## config.mk

```make
export PLATFORM = sky130hd
export DESIGN_NAME = bcd_serial_addsub
export DESIGN_NICKNAME = d
export VERILOG_FILES = /design/src/rtl/bcd_serial_addsub.sv
export SDC_FILE = /design/constraint.sdc
export NUM_CORES = 1
export LEC_CHECK = 0
export CAP_MARGIN = 20
export CORE_MARGIN = 2
export CORE_UTILIZATION = 54
export CTS_CLUSTER_SIZE = 16
export DETAILED_ROUTE_END_ITERATION = 10
export GPL_ROUTABILITY_DRIVEN = 0
export PLACE_DENSITY = 0.81
export REMOVE_ABC_BUFFERS = 1
export SYNTH_ARGS = -nofsm -noshare
export SYNTH_HDL_FRONTEND = slang
export SYNTH_SLANG_ARGS = --single-unit
```

## constraint.sdc

```tcl
create_clock -name clk -period 4.75 [get_ports clk]
set_input_delay 0.7125 -clock clk [delete_from_list [all_inputs] [get_ports clk]]
set_output_delay 0.7125 -clock clk [all_outputs]
set_load 0.02 [all_outputs]
```

## src/rtl/bcd_serial_addsub.sv

```systemverilog
// rtl/bcd_serial_addsub.sv - digit-serial multi-digit BCD adder/subtractor
//
// Purpose
//   Adds or subtracts two packed-BCD operands one decimal digit per clock,
//   least significant digit first. Subtraction adds the 9's complement of B
//   with an initial carry of 1. A negative difference leaves the 10's
//   complement in the accumulator. A second serial pass (FIX) then converts it
//   to a magnitude plus a sign bit.
//
// Configuration macro
//   BCD_SAT_EN : when defined, an addition overflow saturates the result to all
//                nines. When undefined, an addition overflow wraps modulo
//                10^DIGITS. In both builds carry_out is 1 on overflow.
//
// Ports
//   clk        in   1         rising-edge clock
//   rst        in   1         synchronous active-high reset
//   start      in   1         operation request, sampled only in IDLE
//   op_sub     in   1         0 = A+B, 1 = A-B, latched with start
//   a, b       in   4*DIGITS  packed BCD operands, digit 0 in bits [3:0]
//   busy       out  1         operation in progress
//   done       out  1         one-cycle completion pulse
//   result     out  4*DIGITS  packed BCD magnitude
//   sign       out  1         result negative (subtraction only)
//   carry_out  out  1         decimal overflow (addition only)
//   invalid    out  1         an operand digit was greater than 9

module bcd_serial_addsub #(
  parameter int DIGITS = 4
) (
  input  logic                clk,
  input  logic                rst,
  input  logic                start,
  input  logic                op_sub,
  input  logic [4*DIGITS-1:0] a,
  input  logic [4*DIGITS-1:0] b,
  output logic                busy,
  output logic                done,
  output logic [4*DIGITS-1:0] result,
  output logic                sign,
  output logic                carry_out,
  output logic                invalid
);

  localparam int W  = 4 * DIGITS;
  localparam int CW = (DIGITS > 1) ? $clog2(DIGITS) : 1;
  localparam logic [CW-1:0] LAST_IDX = CW'(DIGITS - 1);

  typedef enum logic [1:0] {
    S_IDLE,
    S_ADD,
    S_FIX,
    S_DONE
  } state_t;

  state_t        r_state;
  logic [W-1:0]  r_a;
  logic [W-1:0]  r_b;
  logic          r_op_sub;
  logic          r_carry;
  logic [CW-1:0] r_cnt;
  logic [W-1:0]  r_acc;
  // Pending flags are staged here and published together with done.
  logic          r_sign_p;
  logic          r_cout_p;
  logic          r_inv_p;

  logic          r_busy;
  logic          r_done;
  logic [W-1:0]  r_result;
  logic          r_sign;
  logic          r_carry_out;
  logic          r_invalid;

  assign busy      = r_busy;
  assign done      = r_done;
  assign result    = r_result;
  assign sign      = r_sign;
  assign carry_out = r_carry_out;
  assign invalid   = r_invalid;

  // Any operand digit above 9 is rejected at accept time.
  logic w_in_bad;
  always_comb begin
    w_in_bad = 1'b0;
    for (int i = 0; i < DIGITS; i++) begin
      if (a[4*i +: 4] > 4'd9) w_in_bad = 1'b1;
      if (b[4*i +: 4] > 4'd9) w_in_bad = 1'b1;
    end
  end

  // Shared single-digit decimal adder used by both the ADD and the FIX pass.
  // In FIX the digit being complemented comes from the accumulator and the
  // second operand is zero, so the only addend besides 9-r_i is the carry.
  logic [3:0] w_a_dig;
  logic [3:0] w_b_dig;
  logic [3:0] w_r_dig;
  logic [3:0] w_x;
  logic [3:0] w_y;
  logic [4:0] w_s;
  logic [4:0] w_s_adj;
  logic [3:0] w_dig;
  logic       w_cout;
  logic [W-1:0] w_acc_next;
  logic       w_last;

  always_comb begin
    w_a_dig = r_a[4*int'(r_cnt) +: 4];
    w_b_dig = r_b[4*int'(r_cnt) +: 4];
    w_r_dig = r_acc[4*int'(r_cnt) +: 4];

    if (r_state == S_FIX) begin
      w_x = 4'd9 - w_r_dig;
      w_y = 4'd0;
    end else begin
      w_x = w_a_dig;
      w_y = r_op_sub ? (4'd9 - w_b_dig) : w_b_dig;
    end

    w_s     = {1'b0, w_x} + {1'b0, w_y} + {4'b0000, r_carry};
    w_s_adj = w_s + 5'd6;
    if (w_s > 5'd9) begin
      w_dig  = w_s_adj[3:0];
      w_cout = 1'b1;
    end else begin
      w_dig  = w_s[3:0];
      w_cout = 1'b0;
    end

    w_acc_next = r_acc;
    w_acc_next[4*int'(r_cnt) +: 4] = w_dig;

    w_last = (r_cnt == LAST_IDX);
  end

  always_ff @(posedge clk) begin
    if (rst) begin
      r_state     <= S_IDLE;
      r_a         <= '0;
      r_b         <= '0;
      r_op_sub    <= 1'b0;
      r_carry     <= 1'b0;
      r_cnt       <= '0;
      r_acc       <= '0;
      r_sign_p    <= 1'b0;
      r_cout_p    <= 1'b0;
      r_inv_p     <= 1'b0;
      r_busy      <= 1'b0;
      r_done      <= 1'b0;
      r_result    <= '0;
      r_sign      <= 1'b0;
      r_carry_out <= 1'b0;
      r_invalid   <= 1'b0;
    end else begin
      case (r_state)
        S_IDLE: begin
          r_done <= 1'b0;
          if (start) begin
            r_a      <= a;
            r_b      <= b;
            r_op_sub <= op_sub;
            r_cnt    <= '0;
            r_sign_p <= 1'b0;
            r_cout_p <= 1'b0;
            if (w_in_bad) begin
              r_inv_p <= 1'b1;
              r_acc   <= '0;
              r_state <= S_DONE;
            end else begin
              r_inv_p <= 1'b0;
              r_carry <= op_sub;
              r_busy  <= 1'b1;
              r_state <= S_ADD;
            end
          end
        end

        S_ADD: begin
          r_acc   <= w_acc_next;
          r_carry <= w_cout;
          r_cnt   <= r_cnt + 1'b1;
          if (w_last) begin
            r_cnt <= '0;
            if (!r_op_sub) begin
              r_cout_p <= w_cout;
`ifdef BCD_SAT_EN
              if (w_cout) r_acc <= {DIGITS{4'h9}};
`endif
              r_busy  <= 1'b0;
              r_state <= S_DONE;
            end else if (w_cout) begin
              // Carry out of a subtraction means A >= B, including A == B.
              r_sign_p <= 1'b0;
              r_busy   <= 1'b0;
              r_state  <= S_DONE;
            end else begin
              // No carry: accumulator holds the 10's complement of B-A.
              r_sign_p <= 1'b1;
              r_carry  <= 1'b1;
              r_state  <= S_FIX;
            end
          end
        end

        S_FIX: begin
          r_acc   <= w_acc_next;
          r_carry <= w_cout;
          r_cnt   <= r_cnt + 1'b1;
          if (w_last) begin
            r_cnt   <= '0;
            r_busy  <= 1'b0;
            r_state <= S_DONE;
          end
        end

        S_DONE: begin
          r_done      <= 1'b1;
          r_result    <= r_acc;
          r_sign      <= r_sign_p;
          r_carry_out <= r_cout_p;
          r_invalid   <= r_inv_p;
          r_state     <= S_IDLE;
        end

        default: r_state <= S_IDLE;
      endcase
    end
  end

endmodule
```

Yosys cells after proc, flatten, opt, wreduce, memory -nomap -nowiden

Index checks and enable logic that the tools add are counted.

Output and inout bits: 21
Word-level logic and storage cells: 112
Flip-flop bits (word level): 78
Bits of input ports: 36

Equal/unequal tests: 12
Shift operators: 5
$add $sub $neg: 7
Reductions and logical operators: 14
$lt $le $gt $ge: 9
Multiplexer cells: 49

Operators by type and width:

| cell                                                                     | count |
|---|---|
| 16-bit by 5-bit indexed part select with 4-bit output                    | 3 |
| 4-bit negation with 33-bit output                                        | 1 |
| 4-bit by 33-bit variable shift with 16-bit output (first input constant) | 1 |
| 4-bit by 33-bit indexed part select with 16-bit output                   | 1 |
| 4-bit > comparator (second input constant)                               | 8 |
| 16-bit two-way mux                                                       | 2 |
| 16-bit one-hot mux with 2 select lines                                   | 1 |
| 1-bit two-way mux                                                        | 28 |
| 16-bit bitwise mux                                                       | 1 |
| 4-bit two-way mux                                                        | 4 |
| 2-bit != test (second input constant)                                    | 7 |
| 2-bit two-way mux                                                        | 6 |
| 3-bit AND reduction                                                      | 3 |
| 2-bit one-hot mux with 4 select lines                                    | 1 |
| 4-bit AND reduction                                                      | 2 |
| 4-bit subtractor (first input constant)                                  | 2 |
| 2-bit == test (second input constant)                                    | 3 |
| 1-bit one-hot mux with 2 select lines                                    | 3 |
| 1-bit one-hot mux with 3 select lines                                    | 2 |
| 6-bit AND reduction                                                      | 1 |
| 2-bit nonzero test                                                       | 3 |
| 4-bit by 4-bit adder with 5-bit output                                   | 1 |
| 5-bit by 1-bit adder with 5-bit output                                   | 1 |
| 5-bit by 4-bit > comparator with 1-bit output (second input constant)    | 1 |
| other kinds (9)                                                          | 10 |

Logic depth before layout (Yosys ltp)

Gate-level depths: netlist (run 1).

Depth after elaboration: 12
Depth in mapped cells: 15
Gate-level depth less buffers: 14

Least setup slack after synthesis (run 1)

OpenSTA, ideal clock, no wires.

Kind: reg2reg
Start point: register r_cnt[0]
End point: register r_acc[2]
Stages on the path, launching flop included: 13
Buffers on the path: 2
Library setup time: 0.096 ns
Arrival: 3.293 ns
Data required time: 4.654 ns
Setup slack: 1.361 ns
Clock period less this slack: 3.389 ns
Cells stage by stage: dfxtp_1 -> buf_6 -> clkbuf_8 -> mux4_2 -> a21oi_1 -> fa_1 -> inv_1 -> fa_1 -> xnor2_1 -> ha_1 -> a21boi_0 -> a311o_1 -> o41ai_2

Word-level cells in the longest chain between the ends: 11
Elaborated cells on any way between the ends: 18
Classes of those cells: add/sub: 6; order compare: 1; shift: 5; mux: 6

RTL lines:

| element                                                                                                 | line     | text |
|---|---|---|
| start, declared                                                                                         | 61       | `logic [CW-1:0] r_cnt;` |
| start signal, assigned                                                                                  | 181      | `r_cnt <= r_cnt + 1'b1;` |
| start signal, assigned                                                                                  | 208      | `r_cnt <= r_cnt + 1'b1;` |
| 16-bit by 5-bit indexed part select with 4-bit output                                                   | 109      | `w_b_dig = r_b[4*int'(r_cnt) +: 4];` |
| 4-bit subtractor                                                                                        | 117      | `w_y = r_op_sub ? (4'd9 - w_b_dig) : w_b_dig;` |
| 4-bit two-way mux                                                                                       | 117      |  |
| 4-bit two-way mux                                                                                       | 112      | `if (r_state == S_FIX) begin` |
| 4-bit by 4-bit adder with 5-bit output                                                                  | 120      | `w_s = {1'b0, w_x} + {1'b0, w_y} + {4'b0000, r_carry};` |
| 5-bit by 1-bit adder with 5-bit output                                                                  | 120      |  |
| 4-bit by 3-bit adder with 4-bit output or 5-bit by 4-bit > comparator with 1-bit output (tied branches) | 121, 122 |  |
| 4-bit two-way mux                                                                                       | 122      | `if (w_s > 5'd9) begin` |
| 4-bit by 33-bit indexed part select with 16-bit output                                                  | 131      | `w_acc_next[4*int'(r_cnt) +: 4] = w_dig;` |
| 16-bit bitwise mux *                                                                                    | 131      |  |
| 16-bit one-hot mux with 2 select lines *                                                                | 155      | `case (r_state)` |
| end signal, assigned                                                                                    | 179      | `r_acc <= w_acc_next;` |
| end signal, assigned                                                                                    | 206      | `r_acc <= w_acc_next;` |
| end, declared                                                                                           | 62       | `logic [W-1:0] r_acc;` |

Mark *: on every way between the ends. The rest lies on a longest branch, timed or not.
A chain may end at the register's enable or synchronous reset.

Final worst setup path (run 1)

Ends and elaborated chain as after synthesis.

==> results of run 1 <==
## placed cells by master, fill, tap and decap left out, drive strengths merged, types with 3 or more instances in the layout
cell           count
clkinv             3
nor2              41
nand3              9
nand2             81
dfxtp             78
inv               16
ha                15
clkdlybuf4s50     55
nand4              3
nor2b              6
nand4b             3
clkbuf            10
nand2b             3
mux4              12
nand3b             4
a21oi             58
buf                9
xnor2              3
a31oi              4
o21ai             37
mux2i             23
## report_power, final
| group | total [mW] | internal (mW) | switching [mW] |
|---|---|---|---|
| sequential | 0.829 | 0.740 | 0.0887 |
| clock | 0.533 | 0.295 | 0.238 |
| combinational | 1.05 | 0.444 | 0.601 |
## worst min-delay path by stage
stage	from	endpoint	slack, ns	cells after the start
2_1_floorplan	r_a[10]	r_a[10]	0.43	2
3_3_place_gp	r_b[2]	r_b[2]	0.44	2
3_5_place_dp	r_b[10]	r_b[10]	0.45	2
4_1_cts	r_b[7]	r_b[7]	0.46	2
5_1_grt	r_b[15]	r_b[15]	0.49	2
6_report	r_b[2]	r_b[2]	0.46	2
## routing by layer
layer	vias to the layer above	share of wire	routed length, um	GRT usage
met2	99	0.50	4420	0.401
met4	0	0.018	163	0.0828
met5	-	0	0	0
li1	1683	-	-	-
met1	1580	0.42	3750	0.281
met3	14	0.056	491	0.0480
## cell type report
class / instances / area, um^2
clock buffers: 10 / 128
well taps: 99 / 124
inverters: 16 / 60.1
multi-input cells: 336 / 2180
fillers: 623 / 2350
flip-flops and latches: 78 / 1560
clock inverters: 6 / 86.3
repair buffers: 64 / 653
## synth_stat cells (2+ instances only)
cell      instances
mux2i_1          23
inv_2             2
a211o_1           2
nand3_1           9
nor2b_1           6
inv_1            14
nand3b_1          4
nand2_1          81
nand4_1           3
a31oi_1           4
nand4b_1          3
fa_1              2
o21ai_1           3
mux4_2           12
clkbuf_1         21
o21ai_0          34
dfxtp_1          78
ha_1             15
xor2_1            2
mux2_2            2
o22ai_1           2
xnor2_1           3
nand2b_1          2
or3_1             2
a21oi_1          57
nor2_1           41
and2b_2           2
## registers in the layout, summed over array words and instances (netlist names)
signal     count
busy           1
sign           1
r_state        2
r_carry        1
r_a           16
r_acc         16
r_b           16
r_op_sub       1
r_cout_p       1
r_inv_p        1
r_sign_p       1
invalid        1
done           1
r_cnt          2
carry_out      1
result        16
## cells by family (layout without fill, tap and decap cells)
kind of cell / after synthesis / in the layout / synth area share
AOI/OAI and AO/OA: 116 / 116 / 0.167
muxes: 37 / 37 / 0.134
buffers and inverters: 41 / 96 / 0.0457
adders and majority gates: 17 / 17 / 0.0581
and+or+nand+nor: 161 / 161 / 0.186
DFF: 78 / 78 / 0.399
xor gates and xnor gates: 5 / 5 / 0.0112
## metrics by stage
step	cell area [um^2]	util	worst slack, ns	instances	total power [mW]
2_1_floorplan	3800	-	1.03	430	1.56
3_3_place_gp	4520	0.633	0.852	590	1.80
3_5_place_dp	4520	0.634	0.667	591	1.85
4_1_cts	4740	0.664	0.664	607	2.38
5_1_grt	4790	0.671	0.472	609	2.55
6_report	4790	0.671	0.676	609	2.41
## worst max-delay path, cell delays in order, from the launching register on
cell	delay, ns
dfxtp_1	0.96
mux4_2	0.61
xor2_1	0.15
nand2_1	0.10
fa_1	0.20
inv_1	0.06
fa_1	0.44
xnor2_1	0.35
ha_1	0.31
a21boi_0	0.13
a311o_1	0.40
o41ai_2	0.28
==> impl_metrics.ini, run 1 <==
[critical_path]
startpoint_type = register
reg2reg_from = r_cnt[0]
worst-r2r-cell-count = 11
crit_type = reg2reg
r2r_slack_ns = 0.68
crit_path_max_fanout = 17
endpoint_kind = register
worst_r2r_endpoint = r_acc[2]
critPathCapture = r_acc[2]
crit_start = r_cnt[0]
critical_path_arrival_ns = 4.34
crit_required_ns = 5.01

[logic_synthesis]
synth_edf_count = 0
seq_area_frac_synth = 0.399
synth_top_cell_by_area = dfxtp_1
ys_ff_latch = 78
synth_ff_type = dfxtp_1
async_reset_ff_frac = 0
netlist.area_leader.share = 0.399
synth_area_per_cell_um2 = 8.61
syn-cell-area_um2 = 3920
postSynthCellCount = 455
synth.area.top_cells = dfxtp_1 (40%), nand2_1 (7.8%), a21oi_1 (7.3%)
synthDistinctLibCells = 53
synth_warnings = 0

[worst_hold_path]
hp-class = reg2reg

[die]
num_rows = 31
initial_core_util = 0.549
die_w_um = 89.2
core_area_um2 = 7140
io_pins = 57
die_area_um2 = 7950
die_y_um = 89.2

[grt]
grt_pass1_wl_um = 14000
antenna_found_initial = 0
grt_pass1_vias = 3101
grt_remaining_overflow = 0
gr-usage-all-layers = 0.230
grt_max_degree = 37

[cts]
cts_setup_buffers = 0
numClockSinks = 78
clockBufferDepth = 2
cts-root-buf = clkbuf_8
worstSkewPairLatency_ns = 0.35
holdBufCountCts = 0
post_cts_resized = 0
h-tree-depth = 3
tritoncts = yes
cts_made_buffers = 9
clkTransAtPathRegs_ns = 0.08

[timing]
rsz0062_at_grt = false
fmax_mhz = 245
fin_crit_sh = 0.858
drv_slew = 0
min_period_ns = 4.07
finalHoldViolCount = 0
hold_ws_ns = 0.456
setup_tns_ns = 0
worst_clock_skew_ns = 0.0106
maxSlewHeadroom = 0.356
worstMarginPinSlew_ns = 0.965
setup_viol = 0

[run_status]
status = completed

[routing]
drt_iter0_drc = 258
ant_nets = 0
wire_per_inst_um = 14.5
post-route-drc-count = 0
vias_per_cell = 5.54
detail_route.first_pass.iterations = 4
routed_wl_um = 8820
vias = 3376

[place]
dp_hpwl_um = 6330
io_buffers = 56

[power]
peakVddDrop_mv = 0.226
p_leak_nw = 1.72
power_density_nw_per_um2 = 502

[finish]
fin_nets = 558
drive_gt1_frac = 0.0961
diodes = 0
area_delta_synth_final_pct = 22.3

[job]
drv_cap = 0
Note: power is estimated with default switching activity, not from simulation.
==> inputs of run 2 (changes only) <==
CELL_PAD_IN_SITES_DETAIL_PLACEMENT = 1   (was not set)
CELL_PAD_IN_SITES_GLOBAL_PLACEMENT = 1   (was not set)
CORE_UTILIZATION = 41   (was 54)
PLACE_DENSITY = 0.82   (was 0.81)
SKIP_CTS_REPAIR_TIMING = 1   (was not set)
==> impl_metrics.ini, run 2 (synthesized netlist as in run 1, its figures left out) <==
[critical_path]
critPathMostFrequentCell = fa_1
crit_slowest_cell = mux4_2
crit_buf_inv = 2
crit_type = reg2reg
crit_family = adder cells
crit_start = r_cnt[0]
critical_path_arrival_ns = 4.09
worst_r2r_endpoint = r_acc[2]
cp_slowest_stage_delay_ns = 0.53
crit_required_ns = 4.99
endpoint_kind = register
reg2reg_from = r_cnt[0]
r2r_slack_ns = 0.90
crit_path_max_fanout = 6
worst-r2r-cell-count = 12
crit_chain = buf_4 -> mux4_2 -> xor2_1 -> nand2_1 -> fa_1 -> inv_1 -> fa_1 -> xnor2_1 -> ha_1 -> a21boi_0 -> a311o_1 -> o41ai_2
startpoint_type = register

[cts]
cts-root-buf = clkbuf_8
clockBufferDepth = 2
worstSkewPairLatency_ns = 0.34
numClockSinks = 78
h-tree-depth = 3
cts_made_buffers = 9
tritoncts = yes
clkTransAtPathRegs_ns = 0.09

[grt]
antenna_found_initial = 0
grt_max_degree = 42
gr-usage-all-layers = 0.211
grt_pass1_vias = 3571
grt_remaining_overflow = 0
grt_pass1_wl_um = 17100

[finish]
layout_common_cells = nand2_1 (81), dfxtp_1 (78), a21oi_1 (57)
drive_gt1_frac = 0.0980
fin_nets = 559
mostFrequentLayoutCell = nand2_1
area_delta_synth_final_pct = 23.5
diodes = 0
n_fill_cell = 1107

[timing]
worstMarginPinSlew_ns = 0.716
fmax_mhz = 260
min_period_ns = 3.85
fin_crit_sh = 0.810
finalHoldViolCount = 0
hold_ws_ns = 0.459
setup_tns_ns = 0
worst_clock_skew_ns = 0.00977
rsz0062_at_grt = false
setup_viol = 0
drv_slew = 0
maxSlewHeadroom = 0.523

[die]
die_y_um = 102
io_pins = 57
initial_core_util = 0.424
die_w_um = 102
core_area_um2 = 9240
die_area_um2 = 10400
num_rows = 35

[routing]
vias_per_cell = 5.45
drt_iter0_drc = 111
routed_wl_um = 10400
vias = 3483
post-route-drc-count = 0
wire_per_inst_um = 16.4
ant_nets = 0
detail_route.first_pass.iterations = 4

[run_status]
status = completed

[worst_hold_path]
whs_endpoint = r_b[0]
hp-class = reg2reg
worstHoldPathCells = 2
hp-start = r_b[0]

[place]
io_buffers = 56
dp_hpwl_um = 7730

[power]
power_density_nw_per_um2 = 508
peakVddDrop_mv = 0.213
p_leak_nw = 1.73

[job]
drv_cap = 0
[run 2: worst max-delay path by stage]
| stage | slack (ns) | cells after the start | endpoint |
|---|---|---|---|
| 5_1_grt | 0.67 | 12 | r_acc[2] |
| 4_1_cts | 0.91 | 12 | r_acc[2] |
| 3_5_place_dp | 0.96 | 12 | r_acc[2] |
| 2_1_floorplan | 1.03 | 11 | r_acc[2] |
| 6_report | 0.90 | 12 | r_acc[2] |
| 3_3_place_gp | 1.20 | 12 | r_acc[2] |
[run 2: layer usage]
metal / track usage / share of wire
met1: 0.258 / 0.45
met2: 0.378 / 0.50
met3: 0.0269 / 0.037
met4: 0.0800 / 0.016
met5: 0 / 0
[run 2: metrics by stage]
step                instances  power (mW)  area [um^2]  utilization  setup slack (ns)
floorplan                 430        1.56         3800            -              1.03
global placement          622        1.84         4570        0.495              1.20
detailed placement        623        1.90         4600        0.497             0.955
CTS                       638        2.45         4810        0.520             0.913
global route              639        2.61         4840        0.523             0.666
finish                    639        2.46         4840        0.523             0.901
[run 2: area by class of cell]
type                    instances  area (um^2)  area share
well taps                     129          161      0.0334
repair buffers                 65          663       0.137
flip-flops and latches         78         1560       0.323
clock buffers                   9          124      0.0256
clock inverters                 6         87.6      0.0181
multi-input cells             336         2180       0.450
inverters                      16         60.1      0.0124
[run 2: power by group]
group / internal (mW) / total, mW / switching, mW
sequential: 0.740 / 0.810 / 0.0699
clock: 0.293 / 0.536 / 0.243
combinational: 0.451 / 1.11 / 0.659
total: 1.48 / 2.46 / 0.972
[run 2: worst register-to-register path, stage by stage (launching register included)]
cell and delay [ns]:
dfxtp_1 0.49, buf_4 0.24, mux4_2 0.53, xor2_1 0.16, nand2_1 0.11, fa_1 0.19
inv_1 0.06, fa_1 0.45, xnor2_1 0.37, ha_1 0.30, a21boi_0 0.13, a311o_1 0.40
o41ai_2 0.30
